==> config.mk <==
export PLATFORM = sky130hd
export DESIGN_NAME = btn_dir_ctrl
export DESIGN_NICKNAME = d
export VERILOG_FILES = /design/src/rtl/btn_dir_ctrl.sv
export SDC_FILE = /design/constraint.sdc
export NUM_CORES = 1
export LEC_CHECK = 0
export ABC_CLOCK_PERIOD_IN_PS = 1300
export CORE_AREA = 3 3 40 42
export DETAILED_ROUTE_END_ITERATION = 8
export DIE_AREA = 0 0 43 45
export GPL_TIMING_DRIVEN = 0
export SYNTH_ARGS = -nofsm -noshare
export SYNTH_HDL_FRONTEND = slang
export SYNTH_SLANG_ARGS = --single-unit
==> constraint.sdc <==
create_clock -name clk -period 1.3 [get_ports clk]
set_input_delay 0.26 -clock clk [delete_from_list [all_inputs] [get_ports clk]]
set_output_delay 0.26 -clock clk [all_outputs]
set_load 0.01 [all_outputs]
==> src/rtl/btn_dir_ctrl.sv <==
// Direction-button turn controller: edge-detects debounced buttons, filters duplicate/reversal
// turns and buffers pending turns until the game step. Define BTN_TURN_QUEUE_EN for a 2-deep turn queue.
module btn_dir_ctrl #(
  parameter logic [1:0] START_DIR = 2'b01
) (
  input  logic       clk,
  input  logic       reset,
  input  logic       btn_up,
  input  logic       btn_right,
  input  logic       btn_down,
  input  logic       btn_left,
  input  logic       step,
  output logic [1:0] dir,
  output logic       turn_acc,
  output logic [1:0] pending
);

  logic [3:0] lvl;
  logic [3:0] prev_lvl;
  logic [3:0] rise;
  logic       cand_valid;
  logic [1:0] cand;
  logic [1:0] ref_dir;
  logic       accept;
  logic       push;
  logic       pop;
  logic [1:0] nxt_dir;

  assign lvl  = {btn_left, btn_down, btn_right, btn_up};
  assign rise = lvl & ~prev_lvl;

  // Bit index order doubles as priority: up > right > down > left.
  always_comb begin
    cand_valid = |rise;
    cand       = 2'b11;
    if (rise[0])      cand = 2'b00;
    else if (rise[1]) cand = 2'b01;
    else if (rise[2]) cand = 2'b10;
  end

  assign accept = cand_valid && (cand != ref_dir) && (cand != (ref_dir ^ 2'b10));

  always_ff @(posedge clk) begin
    if (reset) begin
      prev_lvl <= 4'b0000;
      turn_acc <= 1'b0;
      dir      <= START_DIR;
    end else begin
      prev_lvl <= lvl;
      turn_acc <= push;
      dir      <= nxt_dir;
    end
  end

`ifdef BTN_TURN_QUEUE_EN
  logic [1:0] q_head;
  logic [1:0] q_tail;
  logic [1:0] cnt;
  logic [1:0] nxt_head;
  logic [1:0] nxt_tail;
  logic [1:0] nxt_cnt;

  // Reference is the most recently queued turn so the chain of turns stays legal.
  assign ref_dir = (cnt == 2'd0) ? dir : ((cnt == 2'd1) ? q_head : q_tail);
  assign pop     = step && (cnt != 2'd0);
  assign push    = accept && ((cnt != 2'd2) || pop);
  assign pending = cnt;

  always_comb begin
    nxt_dir  = dir;
    nxt_head = q_head;
    nxt_tail = q_tail;
    nxt_cnt  = cnt;
    case ({push, pop})
      2'b10: begin
        if (cnt == 2'd0) nxt_head = cand;
        else             nxt_tail = cand;
        nxt_cnt = cnt + 2'd1;
      end
      2'b01: begin
        nxt_dir  = q_head;
        nxt_head = q_tail;
        nxt_tail = 2'b00;
        nxt_cnt  = cnt - 2'd1;
      end
      2'b11: begin
        nxt_dir = q_head;
        if (cnt == 2'd1) begin
          nxt_head = cand;
        end else begin
          nxt_head = q_tail;
          nxt_tail = cand;
        end
      end
      default: ;
    endcase
  end

  always_ff @(posedge clk) begin
    if (reset) begin
      q_head <= 2'b00;
      q_tail <= 2'b00;
      cnt    <= 2'd0;
    end else begin
      q_head <= nxt_head;
      q_tail <= nxt_tail;
      cnt    <= nxt_cnt;
    end
  end
`else
  logic [1:0] pend_dir;
  logic       pend_valid;
  logic [1:0] nxt_pend_dir;
  logic       nxt_pend_valid;

  // Single slot: latest accepted turn overwrites the pending one and is never dropped.
  assign ref_dir = dir;
  assign pop     = step && pend_valid;
  assign push    = accept;
  assign pending = {1'b0, pend_valid};

  always_comb begin
    nxt_dir        = dir;
    nxt_pend_dir   = pend_dir;
    nxt_pend_valid = pend_valid;
    if (pop) begin
      nxt_dir        = pend_dir;
      nxt_pend_valid = 1'b0;
    end
    if (push) begin
      nxt_pend_dir   = cand;
      nxt_pend_valid = 1'b1;
    end
  end

  always_ff @(posedge clk) begin
    if (reset) begin
      pend_dir   <= 2'b00;
      pend_valid <= 1'b0;
    end else begin
      pend_dir   <= nxt_pend_dir;
      pend_valid <= nxt_pend_valid;
    end
  end
`endif

endmodule
==> results.cfg, run 1 <==
[clocking]
path_clk_slew_ns = 0.06
root_buffer = clkbuf_4
worstSkewPairLatency_ns = 0.26
h-tree-depth = 1
clock-sinks = 10
hold_buffers = 0
cts_buffer_depth = 2
cts_buffers = 3
cts_tree = built

[layout]
final_cell_mix = dfxtp_1 (8), a21oi_1 (7), nor2b_1 (6), nand2b_1 (5), clkdlybuf4s50_1 (5)
final_nets = 70
layout-drive-gt1-share_pct = 21.0
layout_commonest_cell = dfxtp_1
syn2layout_area_growth_pct = 37.1
diodes = 0

[die]
coreArea_um2 = 1280
die-area_um2 = 1940
initial_utilization_pct = 33.6
io_pins = 12
die_width_um = 43
placement_rows = 13
die_height_um = 45

[timing]
maxSlewViolCount = 0
skew_ns = 0.000512
rsz0062_at_grt = false
fin_crit_sh_pct = 97.1
fin_crit_ns = 1.26
tns_ns = 0
setup_viol = 0
hold_violations = 0
holdWs_ns = 0.398
fmax_mhz = 792

[power]
peakVddDrop_uv = 626
power_density_nw_per_um2 = 1220
p_leak_nw = 0.249
p_total_uw = 721

[detailed_routing]
postRouteAntennaNets = 0
routed_wl_um = 781
remaining_drc_errors = 0
wl_per_cell_um = 10.1
drt_iter0_drc = 2
via_per_inst = 4.77
drt-pass1-iter-count = 2
via_count = 367

[global_route]
grt_pass1_vias = 307
grt_first_pass_wirelength_um = 1320
gr-total-overflow = 0
grt_usage_pct = 9.36
grt_max_degree = 11
antenna_found_initial = 0

[placed_design]
port_buffers = 9
place_congestion = 0.755
dp_hpwl_um = 559

[logic_synthesis]
synth_fp_nets = 55
synthAdderAreaFrac_pct = 0
yosys_warnings = 0
avgSynthCellArea_um2 = 8.99
yosys_register_bits = 10
syn_inst = 48
synth_compound_area_share_pct = 17.1
synthXorXnorAreaFrac_pct = 0
yosys.area_share.simple_pct = 30.4
seq_area_frac_synth_pct = 46.4
syn_area_um2 = 432
yosysUniqueCellTypes = 19
synthMuxAreaShare_pct = 0
synth_top_family_by_area = simple AND/OR/NAND/NOR gates

[setup_path]
required_ns = 1.49
critPathLaunchType = input pin
crit_path_max_fanout = 3
crit_path_end_kind = flop
arrival_ns = 1.45
path_class = input pin to flop

[hold_path]
hold_class = input pin to flop

[outcome]
outcome = finished, final reports clean

[run]
maxCapViolations = 0
## sequential cells by signal, summed over array words and instances, names as in the netlist
register,count
dir,2
pend_dir,2
prev_lvl,4
turn_acc,1
pend_valid,1
## worst max-delay path, cell delays in order
cell,delay [ns]
clkdlybuf4s50_1,0.47
nor2b_4,0.14
a21oi_1,0.08
or3_4,0.35
a31oi_2,0.15
## power breakdown
group | internal (mW) | switching [mW]
registers | 0.326 | 0.0150
clock network | 0.170 | 0.108
logic | 0.0590 | 0.0435
## metrics by stage
stage	utilization [%]	cells	setup WS [ns]	area (um2)
CTS	44.7	76	0.0180	574
detailed placement	42.1	72	-0.249	541
floorplan	-	48	0.290	432
global route	46.1	77	0.00145	592
finish	46.1	77	0.0374	592
global placement	42.1	72	-0.239	541
## layer usage
metal | global-route usage, % | wire length [um] | vias up | part of all wire, %
met1 | 12.4 | 368 | 159 | 47
met3 | 3.59 | 68 | 3 | 8.7
met4 | 7.23 | 17 | 0 | 2.2
li1 | - | - | 191 | -
met5 | 0 | 0 | - | 0
met2 | 12.0 | 327 | 14 | 42
## cells by family (layout without fill, tap and decap cells)
kind of cell | after synthesis | in the layout
other | 1 | 1
flip-flops | 10 | 10
AND/OR/NAND/NOR | 21 | 21
buffers and inverters | 4 | 18
AO/OA/AOI/OAI | 12 | 12
## cell type report
cell class / count / area, um2
timing repair buffer: 10 / 92.6
inverter: 1 / 3.75
sequential: 10 / 203
fill: 135 / 693
buffer: 3 / 18.8
tap: 15 / 18.8
multi-input combinational: 34 / 219
clock buffer: 4 / 36.3
## path summary, 6_finish.rpt
path                 end  slack [ns]         from  depth (start not counted)
max           pend_valid        0.04     btn_left                          5
min          prev_lvl[3]        0.40        reset                          2
max reg2reg   pend_valid        0.22  prev_lvl[2]                          4
min reg2reg       dir[1]        0.46       dir[1]                          2
## synth_stat cells, drive strengths merged
cell    count  share of area, %
nor3        2               2.3
nand3       2               2.3
and3        1               1.5
buf         2               3.5
a211o       1               2.0
a31oi       1               2.9
nor2b       8                13
o31ai       1               1.7
nand2b      5               7.2
or3         1               2.6
a21oi       7               8.1
conb        1              0.87
clkbuf      1              0.87
nand2       2               1.7
o21ai       2               2.3
dfxtp      10                46
inv         1              0.87
## timing repair
action / CTS / global route
resized for setup: 6 / 2
setup endpoints to repair: 4 / 3
buffers inserted: 0 / 1
Power figures use the tool's default switching activity.
==> inputs of run 2 (changes only) <==
--- a/config.mk
+++ b/config.mk
@@ -5,11 +5,12 @@
 export SDC_FILE = /design/constraint.sdc
 export NUM_CORES = 1
 export LEC_CHECK = 0
-export ABC_CLOCK_PERIOD_IN_PS = 1300
+export ABC_CLOCK_PERIOD_IN_PS = 1500
 export CORE_AREA = 3 3 40 42
 export DETAILED_ROUTE_END_ITERATION = 8
 export DIE_AREA = 0 0 43 45
 export GPL_TIMING_DRIVEN = 0
+export SETUP_SLACK_MARGIN = 0.4
 export SYNTH_ARGS = -nofsm -noshare
 export SYNTH_HDL_FRONTEND = slang
 export SYNTH_SLANG_ARGS = --single-unit
==> constraint.sdc (replaced) <==
create_clock -name clk -period 1.5 [get_ports clk]
set_input_delay 0.3 -clock clk [delete_from_list [all_inputs] [get_ports clk]]
set_output_delay 0.3 -clock clk [all_outputs]
set_load 0.01 [all_outputs]
==> run 2 against run 1 <==
Compared with the run above: die area stayed put; sequential power is 14% lower; first-iteration DRC count grew to 3.5 times the previous value; final cell count is 2.6% higher; worst setup slack better by 0.36 ns; hold slack worse by 0.0091 ns; flip-flop and latch count stayed put; critical endpoint is now pending[0].
==> results.cfg, run 2 (synthesis results as in run 1) <==
[outcome]
outcome = finished, final reports clean

[global_route]
antenna_found_initial = 0
grt_first_pass_wirelength_um = 1400
grt_max_degree = 11
grt_usage_pct = 10.0
grt_pass1_vias = 341
gr-total-overflow = 0

[setup_path]
crit_path_end_kind = primary output
crit_path_max_fanout = 2
arrival_ns = 0.80
reg2reg_to = pend_valid
critPathLaunchType = flop
crit_top_cell = buf_6
path_class = flop to primary output
r2r_start = dir[0]
slowest_delay_ns = 0.32
rr_worst_depth = 3
required_ns = 1.20
path_cells = buf_6 > buf_6
cp_slowest_cell = dfxtp_2
r2r_setup_slack_ns = 0.41
path_buf_inv = 2
cpLargestDelayFamily = flip-flops

[timing]
tns_ns = 0
rsz0062_at_grt = true
fin_crit_ns = 1.10
max_slew_margin_pct = 65.4
hold_violations = 0
skew_ns = 0.00210
fin_ws_ns = 0.399
fmax_mhz = 909
setup_viol = 0
maxSlewViolCount = 0
worstMarginPinSlew_ns = 0.519
fin_crit_sh_pct = 73.4

[detailed_routing]
wl_met2_um = 386
wl_met1_um = 374
maxUsedRoutingLayer = met4
drt_iter0_drc = 7
drt-pass1-iter-count = 3
via_per_inst = 4.87
remaining_drc_errors = 0
postRouteAntennaNets = 0
via_count = 385
wl_per_cell_um = 10.7
dr_wl_met3_um = 66
routed_wl_um = 848

[die]
placement_rows = 13
die-area_um2 = 1940
die_height_um = 45
initial_utilization_pct = 33.6
io_pins = 12
die_width_um = 43
coreArea_um2 = 1280

[hold_path]
min_to = prev_lvl[3]
hold_path_depth = 2
min_from = btn_left
hold_class = input pin to flop

[layout]
largest_reg_flops = 4
fill_cells = 131
top_register = prev_lvl
final_cell_mix = dfxtp_1 (5), nor2b_1 (4), a21oi_2 (4), dfxtp_2 (4), dlygate4sd2_1 (4)
final_nets = 72
syn2layout_area_growth_pct = 49.9
layout_commonest_cell = dfxtp_1
top_regs = prev_lvl x4, dir x2, pend_dir x2
diodes = 0
layout-drive-gt1-share_pct = 46.9

[power]
p_leak_nw = 0.279
power_density_nw_per_um2 = 1010
peakVddDrop_uv = 547

[clocking]
clock-sinks = 10
h-tree-depth = 1
cts_buffers = 3
cts_tree = built
worstSkewPairLatency_ns = 0.27
path_clk_slew_ns = 0.07
root_buffer = clkbuf_4
cts_buffer_depth = 2

[placed_design]
place_congestion = 0.755
dp_hpwl_um = 559
pre_cts_ws_ns = -0.0888
port_buffers = 9

[run]
maxCapViolations = 0
## run 2: cell types whose count changed in the layout (fill, tap and decap cells not counted), sizes merged
cell           change
buf                +6
clkdlybuf4s50      -4
## run 2: what timing repair did
| item | CTS | global route |
|---|---|---|
| buffers inserted | 3 | 0 |
| cloned | 0 | 0 |
| hold buffers | 0 | 0 |
| pin swaps | 3 | 2 |
| resized for setup | 35 | 5 |
| setup endpoints to repair | 8 | 6 |
## run 2: stage by stage
step | area [um2] | total power [mW] | std cells | hold slack [ns] | util, %
after floorplan | 432 | 0.350 | 48 | 0.428 | -
after global placement | 541 | 0.388 | 72 | 0.445 | 42.1
after detailed placement | 541 | 0.390 | 72 | 0.456 | 42.1
after CTS | 634 | 0.650 | 79 | 0.393 | 49.4
after global routing | 647 | 0.689 | 79 | 0.406 | 50.3
final | 647 | 0.651 | 79 | 0.389 | 50.3
## run 2: final cells by class
type	count	area, um2	area share (%)
repair buffers	12	97.6	15.1
multi-input cells	34	259	40.0
plain buffers	3	22.5	3.48
clock buffers	4	36.3	5.61
flip-flops and latches	10	209	32.3
inverters	1	3.75	0.580
well taps	15	18.8	2.90
## run 2: worst register-to-register path: stages, from the launching register on
cell	delay [ns]
dfxtp_4	0.34
buf_6	0.13
or3_4	0.41
a31oi_2	0.13
## run 2: worst max path at each step
stage	endpoint	startpoint	cells after the start	slack (ns)
finish	pending[0]	pend_valid	2	0.40
global route	pending[0]	pend_valid	2	0.37
CTS	pend_valid	prev_lvl[3]	4	0.39
detailed placement	pend_valid	btn_left	5	-0.09
global placement	pend_valid	btn_left	5	-0.08
floorplan	pend_valid	btn_left	4	0.46
## run 2: where the power goes
group / switching, mW / total [mW] / internal (mW)
Clock: 0.0949 / 0.242 / 0.147
Sequential: 0.0102 / 0.292 / 0.282
Combinational: 0.0507 / 0.117 / 0.0659
Total: 0.156 / 0.651 / 0.496
## run 2: routing by layer
| metal | GRT usage (%) | up-vias |
|---|---|---|
| met5 | 0 | - |
| met2 | 15.0 | 14 |
| met3 | 3.59 | 5 |
| li1 | - | 192 |
| met1 | 11.9 | 174 |
| met4 | 7.23 | 0 |
==> inputs of run 3 (changes only) <==
--- a/config.mk
+++ b/config.mk
@@ -5,7 +5,7 @@
 export SDC_FILE = /design/constraint.sdc
 export NUM_CORES = 1
 export LEC_CHECK = 0
-export ABC_CLOCK_PERIOD_IN_PS = 1500
+export ABC_CLOCK_PERIOD_IN_PS = 1030
 export CORE_AREA = 3 3 40 42
 export DETAILED_ROUTE_END_ITERATION = 8
 export DIE_AREA = 0 0 43 45
==> constraint.sdc (replaced) <==
create_clock -name clk -period 1.03 [get_ports clk]
set_input_delay 0.206 -clock clk [delete_from_list [all_inputs] [get_ports clk]]
set_output_delay 0.206 -clock clk [all_outputs]
set_load 0.01 [all_outputs]
==> run 3 against run 2 <==
Compared with the run above: utilization grew 3.0 points; combinational power up 56%; largest cell class unchanged; critical path type is now flop to flop; the flow now finishes with violations (setup timing); die area stayed put.
==> results.cfg, run 3 (synthesis results as in run 1) <==
[timing]
rsz0062_at_grt = true
fmax_mhz = 961
fin_ws_ns = -0.0101
fin_crit_sh_pct = 101
setup_viol = 1
hold_violations = 0
skew_ns = 0.00292
maxSlewViolCount = 0
holdWs_ns = 0.212
fin_crit_ns = 1.04

[clocking]
cts_buffers = 3
h-tree-depth = 1
cts_buffer_depth = 2
cts_tree = built
path_clk_slew_ns = 0.06
worstSkewPairLatency_ns = 0.26
root_buffer = clkbuf_4
clock-sinks = 10

[setup_path]
path_buf_inv = 0
path_cells = nor2b_4 > a21oi_2 > or3_4 > a31oi_2
path_class = flop to flop
cpLargestDelayFamily = simple AND/OR/NAND/NOR gates
required_ns = 1.22
slowest_delay_ns = 0.35
crit_path_max_fanout = 3
critPathLaunchType = flop
arrival_ns = 1.23
crit_path_end_kind = flop
cp_slowest_cell = or3_4

[layout]
final_nets = 73
top_register = prev_lvl
final_cell_mix = buf_6 (5), dfxtp_2 (5)
fill_cells = 135
design_area_um2 = 686
fin_cells = 79
diodes = 0
largest_reg_flops = 4
syn2layout_area_growth_pct = 58.8
top_regs = prev_lvl x4, dir x2, pend_dir x2
layout-drive-gt1-share_pct = 57.8

[placed_design]
place_inst = 72
place_congestion = 0.798
dpl_cell_area_um2 = 542
dp_hpwl_um = 560
port_buffers = 9

[detailed_routing]
via_per_inst = 4.94
postRouteAntennaNets = 0
wl_per_cell_um = 10.7
drt-pass1-iter-count = 4
drt_iter0_drc = 3
remaining_drc_errors = 0
routed_wl_um = 842
via_count = 390

[die]
coreArea_um2 = 1280
die-area_um2 = 1940
die_height_um = 45
die_width_um = 43
io_pins = 12
initial_utilization_pct = 33.6
placement_rows = 13

[outcome]
outcome = complete, but fails checks
violations = setup timing

[global_route]
grt_first_pass_wirelength_um = 1400
grt_max_degree = 11
grt_pass1_vias = 347
antenna_found_initial = 0
grt_usage_pct = 10.1
gr-total-overflow = 0

[run]
maxCapViolations = 0

[power]
peakVddDrop_uv = 528
p_leak_nw = 0.304
power_density_nw_per_um2 = 1280

[hold_path]
hold_class = input pin to flop
[run 3: cell types whose count changed in the layout (fill, tap and decap cells not counted), sizes merged]
cell	delta
clkdlybuf4s50	-1
dlymetal6s2s	+1
clkbuf	-1
buf	+1
[run 3: area by class of cell]
type                            instances  area, um2  share of cell area, %
Multi-Input combinational cell         34        287                   41.8
Sequential cell                        10        210                   30.7
Timing Repair Buffer                   13        120                   17.5
Buffer                                  3       23.8                   3.47
Clock buffer                            3       22.5                   3.28
Tap cell                               15       18.8                   2.74
Inverter                                1       3.75                  0.547
[run 3: path summary, 6_finish.rpt]
path                     from          end  slack [ns]  cells past startpoint
setup / recovery  prev_lvl[3]   pend_valid       -0.01                      4
hold / removal         btn_up  prev_lvl[0]        0.21                      2
setup reg to reg  prev_lvl[3]   pend_valid       -0.01                      4
hold reg to reg        dir[1]       dir[1]        0.46                      2
[run 3: where the power goes]
| part | switching [mW] | internal [mW] |
|---|---|---|
| clock | 0.126 | 0.135 |
| combinational | 0.0728 | 0.109 |
| sequential | 0.0235 | 0.412 |
| total | 0.222 | 0.656 |
[run 3: what timing repair did]
item | 4_1_cts | 5_1_grt
hold buffers | 0 | 0
setup buffers | 2 | 2
setup endpoints to repair | 10 | 10
gates resized for setup | 42 | 7
pin swaps | 7 | 4
gates cloned | 0 | 0
[run 3: per-layer routing]
metal / part of all wire, % / global-route usage (%) / vias up / wire (um)
li1: - / - / 191 / -
met1: 43 / 11.4 / 182 / 364
met5: 0 / 0 / - / 0
met3: 9.0 / 4.78 / 3 / 76
met4: 1.7 / 7.23 / 0 / 14
met2: 46 / 15.0 / 14 / 386
[run 3: per-stage QoR]
step | setup TNS, ns | utilization, % | power [mW] | setup slack, ns
3_3_place_gp | -2.17 | 42.2 | 0.565 | -0.414
5_1_grt | -0.130 | 53.4 | 0.934 | -0.0404
6_report | -0.0101 | 53.4 | 0.878 | -0.0101
3_5_place_dp | -2.22 | 42.2 | 0.567 | -0.423
4_1_cts | -0.207 | 50.2 | 0.869 | -0.106
2_1_floorplan | 0 | - | 0.511 | 0.0518
